==> src/rtl/babbage_inverse_h_pkg.sv <==
// Shared constants and state encoding for the Babbage h(n) = n^3+2n^2+2n+1 engines.
// Both the forward evaluator and the inverse search import this package.
package babbage_h_pkg;

  localparam int W_IN = 20;
  localparam int W_N  = 6;

  typedef enum logic [1:0] {
    ST_IDLE = 2'd0,
    ST_CALC = 2'd1,
    ST_DONE = 2'd2
  } state_t;

  // Seeds of the difference table at n=0: h(0), h(1)-h(0), second difference, third difference.
  localparam logic [W_IN-1:0] H0    = W_IN'(1);
  localparam logic [W_IN-1:0] F1    = W_IN'(5);
  localparam logic [W_IN-1:0] G2    = W_IN'(10);
  localparam logic [W_IN-1:0] G_INC = W_IN'(6);
  localparam logic [W_N-1:0]  N_MAX = '1;

endpackage

==> src/rtl/babbage_inverse_h_if.sv <==
// Start/done handshake bundle for the inverse h(n) search.
interface babbage_inverse_h_if;
  import babbage_h_pkg::*;

  logic            start_i;
  logic [W_IN-1:0] in_i;
  logic            ready_o;
  logic            done_tick_o;
  logic [W_N-1:0]  out_o;
  logic            exact_o;
  logic            under_o;

  modport master (
    output start_i, in_i,
    input  ready_o, done_tick_o, out_o, exact_o, under_o
  );

  modport slave (
    input  start_i, in_i,
    output ready_o, done_tick_o, out_o, exact_o, under_o
  );

endinterface

==> src/rtl/babbage_inverse_h_diff_step.sv <==
// Finite-difference register bank: holds i, h(i), first and second differences,
// and advances them one step per enable without any multiplier.
module babbage_diff_step
  import babbage_h_pkg::*;
(
  input  logic              clk,
  input  logic              reset,
  input  logic              load_i,
  input  logic              step_i,
  output logic [W_N-1:0]    i_o,
  output logic [W_IN-1:0]   h_o,
  output logic [W_IN:0]     sum_o
);

  logic [W_N-1:0]  i_q;
  logic [W_IN-1:0] h_q, f_q, g_q;

  // Extra bit keeps h+f from wrapping near the top of the 20-bit range.
  assign sum_o = {1'b0, h_q} + {1'b0, f_q};
  assign i_o   = i_q;
  assign h_o   = h_q;

  always_ff @(posedge clk or posedge reset) begin
    if (reset) begin
      i_q <= '0;
      h_q <= '0;
      f_q <= '0;
      g_q <= '0;
    end else if (load_i) begin
      i_q <= '0;
      h_q <= H0;
      f_q <= F1;
      g_q <= G2;
    end else if (step_i) begin
      i_q <= i_q + W_N'(1);
      h_q <= sum_o[W_IN-1:0];
      f_q <= f_q + g_q;
      g_q <= g_q + G_INC;
    end
  end

endmodule

==> src/rtl/babbage_inverse_h.sv <==
// Inverse of h(n): returns the largest n in 0..63 with h(n) <= y by walking the
// difference table upward until the next value would exceed y.
module babbage_inverse_h
  import babbage_h_pkg::*;
(
  input  logic                clk,
  input  logic                reset,
  babbage_inverse_h_if.slave  bus
);

  state_t          state_q, state_d;
  logic [W_IN-1:0] y_q, y_d;
  logic [W_N-1:0]  out_q, out_d;
  logic            exact_q, exact_d;
  logic            under_q, under_d;
  logic            load, step;

  logic [W_N-1:0]  i_cur;
  logic [W_IN-1:0] h_cur;
  logic [W_IN:0]   sum;

  babbage_diff_step u_step (
    .clk    (clk),
    .reset  (reset),
    .load_i (load),
    .step_i (step),
    .i_o    (i_cur),
    .h_o    (h_cur),
    .sum_o  (sum)
  );

  always_ff @(posedge clk or posedge reset) begin
    if (reset) begin
      state_q <= ST_IDLE;
      y_q     <= '0;
      out_q   <= '0;
      exact_q <= 1'b0;
      under_q <= 1'b0;
    end else begin
      state_q <= state_d;
      y_q     <= y_d;
      out_q   <= out_d;
      exact_q <= exact_d;
      under_q <= under_d;
    end
  end

  always_comb begin
    state_d = state_q;
    y_d     = y_q;
    out_d   = out_q;
    exact_d = exact_q;
    under_d = under_q;
    load    = 1'b0;
    step    = 1'b0;
    case (state_q)
      ST_IDLE: begin
        if (bus.start_i) begin
          y_d = bus.in_i;
          if (bus.in_i == '0) begin
            under_d = 1'b1;
            out_d   = '0;
            exact_d = 1'b0;
            state_d = ST_DONE;
          end else begin
            under_d = 1'b0;
            load    = 1'b1;
            state_d = ST_CALC;
          end
        end
      end
      ST_CALC: begin
        // Stop when h(i+1) would overshoot y, or saturate at the top index.
        if (sum > {1'b0, y_q} || i_cur == N_MAX) begin
          out_d   = i_cur;
          exact_d = (h_cur == y_q);
          state_d = ST_DONE;
        end else begin
          step = 1'b1;
        end
      end
      ST_DONE: state_d = ST_IDLE;
      default: state_d = ST_IDLE;
    endcase
  end

  assign bus.ready_o     = (state_q == ST_IDLE);
  assign bus.done_tick_o = (state_q == ST_DONE);
  assign bus.out_o       = out_q;
  assign bus.exact_o     = exact_q;
  assign bus.under_o     = under_q;

endmodule

==> src/flat_wrapper.sv <==
// flat-port wrapper written by rule: the top's interface ports become plain ports
module babbage_inverse_h_flat import babbage_h_pkg::*;
  (clk, reset, bus_start_i, bus_in_i, bus_ready_o, bus_done_tick_o, bus_out_o, bus_exact_o, bus_under_o);
  babbage_inverse_h_if bus_i ();
  input  logic clk;
  input  logic reset;
  input wire logic [$bits(bus_i.start_i)-1:0] bus_start_i;
  input wire logic [$bits(bus_i.in_i)-1:0] bus_in_i;
  output wire logic [$bits(bus_i.ready_o)-1:0] bus_ready_o;
  output wire logic [$bits(bus_i.done_tick_o)-1:0] bus_done_tick_o;
  output wire logic [$bits(bus_i.out_o)-1:0] bus_out_o;
  output wire logic [$bits(bus_i.exact_o)-1:0] bus_exact_o;
  output wire logic [$bits(bus_i.under_o)-1:0] bus_under_o;
  assign bus_i.start_i = bus_start_i;
  assign bus_i.in_i = bus_in_i;
  assign bus_ready_o = bus_i.ready_o;
  assign bus_done_tick_o = bus_i.done_tick_o;
  assign bus_out_o = bus_i.out_o;
  assign bus_exact_o = bus_i.exact_o;
  assign bus_under_o = bus_i.under_o;
  babbage_inverse_h u_core (.clk(clk), .reset(reset), .bus(bus_i));
endmodule
==> config.mk <==
export PLATFORM = sky130hd
export DESIGN_NAME = babbage_inverse_h_flat
export DESIGN_NICKNAME = d
export VERILOG_FILES = /design/src/rtl/babbage_inverse_h_pkg.sv /design/src/rtl/babbage_inverse_h_if.sv /design/src/rtl/babbage_inverse_h_diff_step.sv /design/src/rtl/babbage_inverse_h.sv /design/src/flat_wrapper.sv
export SDC_FILE = /design/constraint.sdc
export NUM_CORES = 1
export LEC_CHECK = 0
export BUFFER_PORTS_ARGS = -buffer_cell sky130_fd_sc_hd__buf_2
export CAP_MARGIN = 20
export CORE_AREA = 2 2 90 135
export DETAILED_ROUTE_END_ITERATION = 8
export DIE_AREA = 0 0 92 137
export PLACE_DENSITY = 0.72
export RECOVER_POWER = 50
export SYNTH_ARGS = -nofsm -noshare
export SYNTH_HDL_FRONTEND = slang
export SYNTH_SLANG_ARGS = --single-unit
==> constraint.sdc <==
create_clock -name clk -period 9.33 [get_ports clk]
set_input_delay 1.866 -clock clk [delete_from_list [all_inputs] [get_ports clk]]
set_output_delay 1.866 -clock clk [all_outputs]
set_load 0.03 [all_outputs]
==> metrics.md, run 1 <==
| Metric | Value |
|---|---|
| Post-route ant nets | `0` |
| RePlAce Congestion | `0.9396` |
| WHS Endpoint | `u_core.u_step.f_q[0]` |
| Initial antenna violation count | `0` |
| Critical Path End Type | `async pin` |
| LEAKAGE | `3.342 nW` |
| Met2 usage | `50.08%` |
| Diode count | `0` |
| Final setup margin | `3244 ps` |
| Dpl hpwl | `12190 µm` |
| Worst Hold Class | `reg2reg` |
| Worst r2r dst | `u_core.u_step.g_q[16]` |
| Origin of the critical flop-to-flop path | `u_core.u_step.h_o[0]` |
| Net Sw Frac | `46.43%` |
| GRT Max-Usage Layer | `met2` |
| Die height | `137 µm` |
| Kind of critical path | `in2async` |
| Top_reg_cell synth | `dfrtp_1` |
| Run status | `complete, but fails checks` |
| First-pass iteration count of the detailed router | `9` |
| Inst Count DP | `850` |
| Post-synth ARST share | `100.0%` |
| Comb pwr share | `52.2%` |
| Hold slack | `489.6 ps` |
| Max-Cap Viols | `2` |
| Max FO, Critical Path | `75` |
| Fraction of layout cells with a size suffix above 1 | `8.240%` |
| Grt total ovfl | `0` |
| Inserted Clock Buffers | `9` |
| CTS tree | `done` |
| Synthesis warning total | `0` |
| I/O Buffers | `32` |
| Global Route Usage Sum | `26.96%` |
| Worst EP required | `8820 ps` |
| Die area | `12600 µm²` |
| Post-CTS Setup Bufs | `0` |
| CP top delay family | `buffers and inverters` |
| Final std cells w/o fill | `866` |
| Hold Path Origin | `u_core.u_step.f_q[0]` |
| Yosys reg bits | `95` |
| Internal reg-to-reg setup slack | `3900 ps` |
| DR WL/cell | `18.90 µm` |
| I/O pins | `33` |
| Register area share after synthesis | `38.41%` |
| IR drop worst, VDD | `0.0001369 V` |
| Area taken by multi-input logic gates | `3607 µm²` |
| Core region area | `11410 µm²` |
| Final period util | `65.23%` |
| Worst-skew pair later-pin latency | `350 ps` |
| Hold Fails Final Rpt | `0` |
| Root Buffer | `clkbuf_16` |
| PwrDens | `315.1 nW/µm²` |
| Crit path DAT | `5570 ps` |
| Post-synth top area share | `38.41%` |
| RSZ-0062 raised after global routing | `no` |
| Met1 Usage GRT | `29.84%` |
| Max-slew headroom | `-179.9%` |
| Area contributors post-synth | `dfrtp_1, ha_1, xnor2_1` |
| Largest net degree at the start of global routing | `76` |
| Global-route track usage on met3 | `3.744%` |
| Sw power | `0.9954 mW` |
| Via density per instance | `6.032` |
| Largest stage delay, worst path | `2980 ps` |
| Via count | `5224` |
| Iter 0 DRT Violations | `287` |
| Pre-CTS setup slack | `3966 ps` |
| Net Count, Synth | `769` |
| Number of synthesized flops with an enable pin | `0` |
| Worst Path Buf+Inv | `3` |
| Initial Util | `54.24%` |
| Max Freq | `164.3 MHz` |
| Slowest CP cell | `clkbuf_1` |
| Worst-Margin Slew | `4198 ps` |
| Nets | `795` |
| Clock Tree Buf Depth | `2` |
| Die W | `92 µm` |
| Number of gates resized after CTS | `0` |
| Vias in the first global route | `5271` |
| TritonCTS sink count | `95` |
| Final Skew | `9.067 ps` |
| Drt total wl | `16370 µm` |
| Tot Pwr | `2.144 mW` |
| Fillers | `1009` |
| Layout area overhead | `9.925%` |
| Hold-fix buffers, CTS | `0` |
| Worst-path clk slew | `70 ps` |
| Cell Area, Synth | `6190 µm²` |
| Failing checks | `max-capacitance violations, max-slew violations` |
| Sequential share of power | `29.9%` |
| Post-synthesis cell count | `685` |
| Reg2Reg Depth | `20` |
| Std-Cell Rows | `48` |
| Ordered list of cells on the worst path | `buf_2 > clkinvlp_2 > clkbuf_1` |
| FF/Latch Area | `2377 µm²` |
| H-tree lvl count | `3` |
| Minimum clock period | `6086 ps` |
| Setup Total Neg Slack | `0 ps` |
| Post-route DRC | `0` |
| Syn_area_per_cell | `9.036 µm²` |
| First-pass GRT wire length | `26340 µm` |
| Post-synth top area cell | `dfrtp_1` |
| CP startpoint kind | `input port` |
| Fin. max-slew vios | `119` |
| Clock network power share | `17.9%` |
| Cell Int Power | `1.149 mW` |
| Cell variety after synth | `50` |
| # setup viols final | `0` |
| Hold-critical path depth | `1` |
flip-flops by register name, indices dropped and copies added (netlist names):
signal	count
u_core.u_step.h_o	20
u_core.u_step.f_q	20
u_core.u_step.i_o	6
u_core.y_q	20
u_core.bus.under_o	1
u_core.u_step.g_q	19
u_core.state_q	2
u_core.bus.out_o	6
u_core.bus.exact_o	1
metrics by stage:
stage	area (µm²)	util, %
2_1_floorplan	6190	-
3_3_place_gp	6520	57.14
3_5_place_dp	6520	57.14
4_1_cts	6828	59.84
5_1_grt	6804	59.63
6_report	6804	59.63
kinds of logic after synthesis:
logic type,count (synthesis),share of synthesized area (%)
xor+xnor,69,9.763
mux,3,0.5457
fa+ha+maj,61,12.45
compound gates,149,15.36
simple gates,251,19.97
buf+inv,57,3.497
flops,95,38.41
power groups by stage:
stage | combinational [mW] | sequential [mW] | clock (mW)
2_1_floorplan | 0.805 | 0.620 | 0
3_3_place_gp | 1.07 | 0.640 | 0
3_5_place_dp | 1.10 | 0.646 | 0
4_1_cts | 1.11 | 0.640 | 0.386
5_1_grt | 1.24 | 0.655 | 0.403
6_report | 1.12 | 0.642 | 0.384
cells in the mapped netlist, types with 3 or more instances:
library cell,number
nand2_1,78
xnor2_1,42
o21a_1,6
o21ai_0,47
nor2b_1,8
nor4b_1,5
dfrtp_1,95
nor3_1,14
a211oi_1,5
xor2_1,27
a21oi_1,31
nor2_1,38
and3_1,5
ha_1,60
and4_1,3
o41ai_1,3
nand2b_1,5
a21o_1,18
o31ai_1,8
o211ai_1,5
a22o_1,6
or4_1,3
nand4_1,12
nor4_1,20
clkbuf_1,23
nand3_1,51
o21bai_1,4
mux2_2,3
inv_1,32
final cells by class:
cell class / instances / share of cell area, %
clock buffer: 10 / 3.512
clock inverter: 6 / 1.011
inverter: 32 / 1.784
multi-input combinational: 533 / 53.02
sequential: 95 / 34.94
tap: 150 / 2.758
timing repair buffer: 40 / 2.979
worst max-delay path by stage:
stage	from	end	cells past startpoint
finish	reset	u_core.u_step.h_o[17]	3
detailed placement	u_core.u_step.h_o[0]	u_core.u_step.g_q[16]	20
floorplan	reset	u_core.bus.exact_o	1
CTS	u_core.u_step.h_o[0]	u_core.u_step.g_q[16]	20
global placement	u_core.u_step.h_o[0]	u_core.u_step.g_q[16]	18
global route	reset	u_core.u_step.h_o[17]	3
layer usage:
metal | vias to the layer above | wire [µm]
li1 | 2516 | -
met1 | 2552 | 6502
met2 | 124 | 8666
met3 | 32 | 522
met4 | 0 | 674
met5 | - | 0
layout by cell type, fill, tap and decap left out, types with 4 or more instances in the layout:
| cell | netlist | layout |
|---|---|---|
| a211oi_1 | 5 | 4 |
| a21o_1 | 18 | 18 |
| a21oi_1 | 31 | 31 |
| a22o_1 | 6 | 6 |
| and3_1 | 5 | 5 |
| buf_2 | 2 | 24 |
| buf_4 | 0 | 6 |
| clkbuf_1 | 23 | 10 |
| clkbuf_16 | 0 | 9 |
| dfrtp_1 | 95 | 95 |
| ha_1 | 60 | 60 |
| inv_1 | 32 | 31 |
| nand2_1 | 78 | 78 |
| nand2b_1 | 5 | 5 |
| nand3_1 | 51 | 51 |
| nand4_1 | 12 | 12 |
| nor2_1 | 38 | 37 |
| nor2b_1 | 8 | 8 |
| nor3_1 | 14 | 14 |
| nor4_1 | 20 | 20 |
| nor4b_1 | 5 | 5 |
| o211ai_1 | 5 | 5 |
| o21a_1 | 6 | 6 |
| o21ai_0 | 47 | 47 |
| o21bai_1 | 4 | 4 |
| o31ai_1 | 8 | 8 |
| xnor2_1 | 42 | 42 |
| xor2_1 | 27 | 27 |
Note: power is estimated with default switching activity, not from simulation.
==> run 2, diff against run 1 <==
Clock period 9.33 ns to 6.35 ns, I/O delays scaled along.
==> run 2 against run 1 <==
Net effect: the run still ends with max-capacitance violations, max-slew violations left; via count fell by 0.33%; register-to-register slack got worse by 3200 ps; critical path type is now reg2reg; setup slack got worse by 2500 ps; largest power group unchanged; global-route usage fell by 0.19 points.
==> metrics.md, run 2 (synthesis gave the netlist of run 1 again) <==
| Metric | Value |
|---|---|
| Final Skew | `7.954 ps` |
| Die W | `92 µm` |
| Root Buffer | `clkbuf_16` |
| Hold-critical path depth | `1` |
| RePlAce Congestion | `0.8913` |
| Failing checks | `max-capacitance violations, max-slew violations` |
| LEAKAGE | `3.328 nW` |
| H-tree lvl count | `3` |
| Largest net degree at the start of global routing | `71` |
| IR drop worst, VDD | `0.0001800 V` |
| Run status | `complete, but fails checks` |
| # setup viols final | `0` |
| Max-Cap Viols | `2` |
| Grt total ovfl | `0` |
| Clock Tree Buf Depth | `2` |
| First-pass GRT wire length | `26160 µm` |
| Core region area | `11410 µm²` |
| Diode count | `0` |
| PwrDens | `462.9 nW/µm²` |
| Worst-Margin Slew | `1770 ps` |
| Dpl hpwl | `12140 µm` |
| Minimum clock period | `5609 ps` |
| RSZ-0062 raised after global routing | `no` |
| Worst EP required | `6630 ps` |
| Fillers | `1021` |
| Layout area overhead | `9.865%` |
| First-pass iteration count of the detailed router | `5` |
| Iter 0 DRT Violations | `317` |
| Fraction of layout cells with a size suffix above 1 | `8.112%` |
| I/O Buffers | `32` |
| Post-route ant nets | `0` |
| Std-Cell Rows | `48` |
| Critical Path End Type | `flop` |
| Final period util | `88.32%` |
| Kind of critical path | `reg2reg` |
| Worst Hold Class | `reg2reg` |
| Die height | `137 µm` |
| Post-route DRC | `0` |
| Inserted Clock Buffers | `9` |
| Worst-skew pair later-pin latency | `350 ps` |
| Commonest non-fill, non-tap cell in the layout | `dfrtp_1` |
| Max Freq | `178.3 MHz` |
| Max FO, Critical Path | `48` |
| Tot Pwr | `3.148 mW` |
| CP startpoint kind | `flop` |
| Crit path DAT | `5880 ps` |
| I/O pins | `33` |
| DR WL/cell | `18.58 µm` |
| Commonest cells after routing, fill and taps aside | `dfrtp_1, nand2_1, ha_1` |
| Vias in the first global route | `5267` |
| Setup Total Neg Slack | `0 ps` |
| Reg2Reg Depth | `18` |
| Number of gates resized after CTS | `0` |
| Die area | `12600 µm²` |
| Initial Util | `54.24%` |
| Nets | `794` |
| Max-slew headroom | `-17.99%` |
| Fin. max-slew vios | `114` |
| Hold-fix buffers, CTS | `0` |
| Worst-path clk slew | `70 ps` |
| Via density per instance | `6.020` |
| CTS tree | `done` |
| Via count | `5207` |
| TritonCTS sink count | `95` |
| Hold Fails Final Rpt | `0` |
| Drt total wl | `16070 µm` |
| Post-CTS Setup Bufs | `0` |
| Global Route Usage Sum | `26.76%` |
| Initial antenna violation count | `0` |
run 2: cell types whose count changed in the layout (fill, tap and decap cells not counted), sizes merged:
| cell | previous run | this run |
|---|---|---|
| buf | 30 | 29 |
| clkinv | 3 | 0 |
| clkinvlp | 2 | 5 |
run 2: path summary, 6_finish.rpt:
check                                        endpoint                 start  slack [ps]
worst max-delay path            u_core.u_step.g_q[16]  u_core.u_step.h_o[0]         740
worst min-delay path             u_core.u_step.f_q[0]  u_core.u_step.f_q[0]         490
worst max register to register  u_core.u_step.g_q[16]  u_core.u_step.h_o[0]         740
worst min register to register   u_core.u_step.f_q[0]  u_core.u_step.f_q[0]         490
max in group asynchronous       u_core.u_step.f_q[17]                 reset        2980
min in group asynchronous       u_core.u_step.h_o[11]                 reset        1130
run 2: layout make-up:
| type | instances | area [µm²] | share of cell area, % |
|---|---|---|---|
| Clock buffer | 10 | 229.0 | 3.367 |
| Clock inverter | 6 | 68.82 | 1.012 |
| Inverter | 32 | 121.4 | 1.785 |
| Multi-Input combinational cell | 533 | 3607 | 53.05 |
| Sequential cell | 95 | 2377 | 34.96 |
| Tap cell | 150 | 187.7 | 2.760 |
| Timing Repair Buffer | 39 | 209.0 | 3.073 |
run 2: per-layer routing:
layer / GRT usage, % / share of wire (%)
met1: 30.44 / 39
met2: 49.06 / 53
met3: 3.855 / 3.3
met4: 12.77 / 4.2
met5: 0 / 0
run 2: power by group:
part           switching, mW  internal [mW]
logic                   1.05          0.603
registers              0.170          0.773
clock network          0.246          0.307
run 2: through the flow:
| stage | hold slack (ps) | setup WS [ps] | cell area (µm²) | cells | util [%] |
|---|---|---|---|---|---|
| 5_1_grt | 506.7 | 451.1 | 6800 | 865 | 59.59 |
| 3_3_place_gp | 457.8 | 771.6 | 6505 | 848 | 57.01 |
| 4_1_cts | 492.2 | 656.1 | 6803 | 864 | 59.62 |
| 3_5_place_dp | 469.5 | 681.3 | 6505 | 848 | 57.01 |
| 6_report | 490.0 | 741.5 | 6800 | 865 | 59.59 |
| 2_1_floorplan | 441.3 | 2202 | 6190 | 685 | - |
run 2: worst max-delay path: stages (launching register included):
cell	delay, ps
dfrtp_1	410
ha_1	220
fa_1	440
a211oi_2	270
o21ai_1	140
nor3b_2	200
o211ai_1	300
a31oi_1	150
xor2_1	220
ha_1	290
a211oi_1	250
o21ai_0	190
a2111oi_0	620
a211oi_2	160
buf_4	250
or2_2	490
buf_12	250
or4_1	510
a21oi_1	150
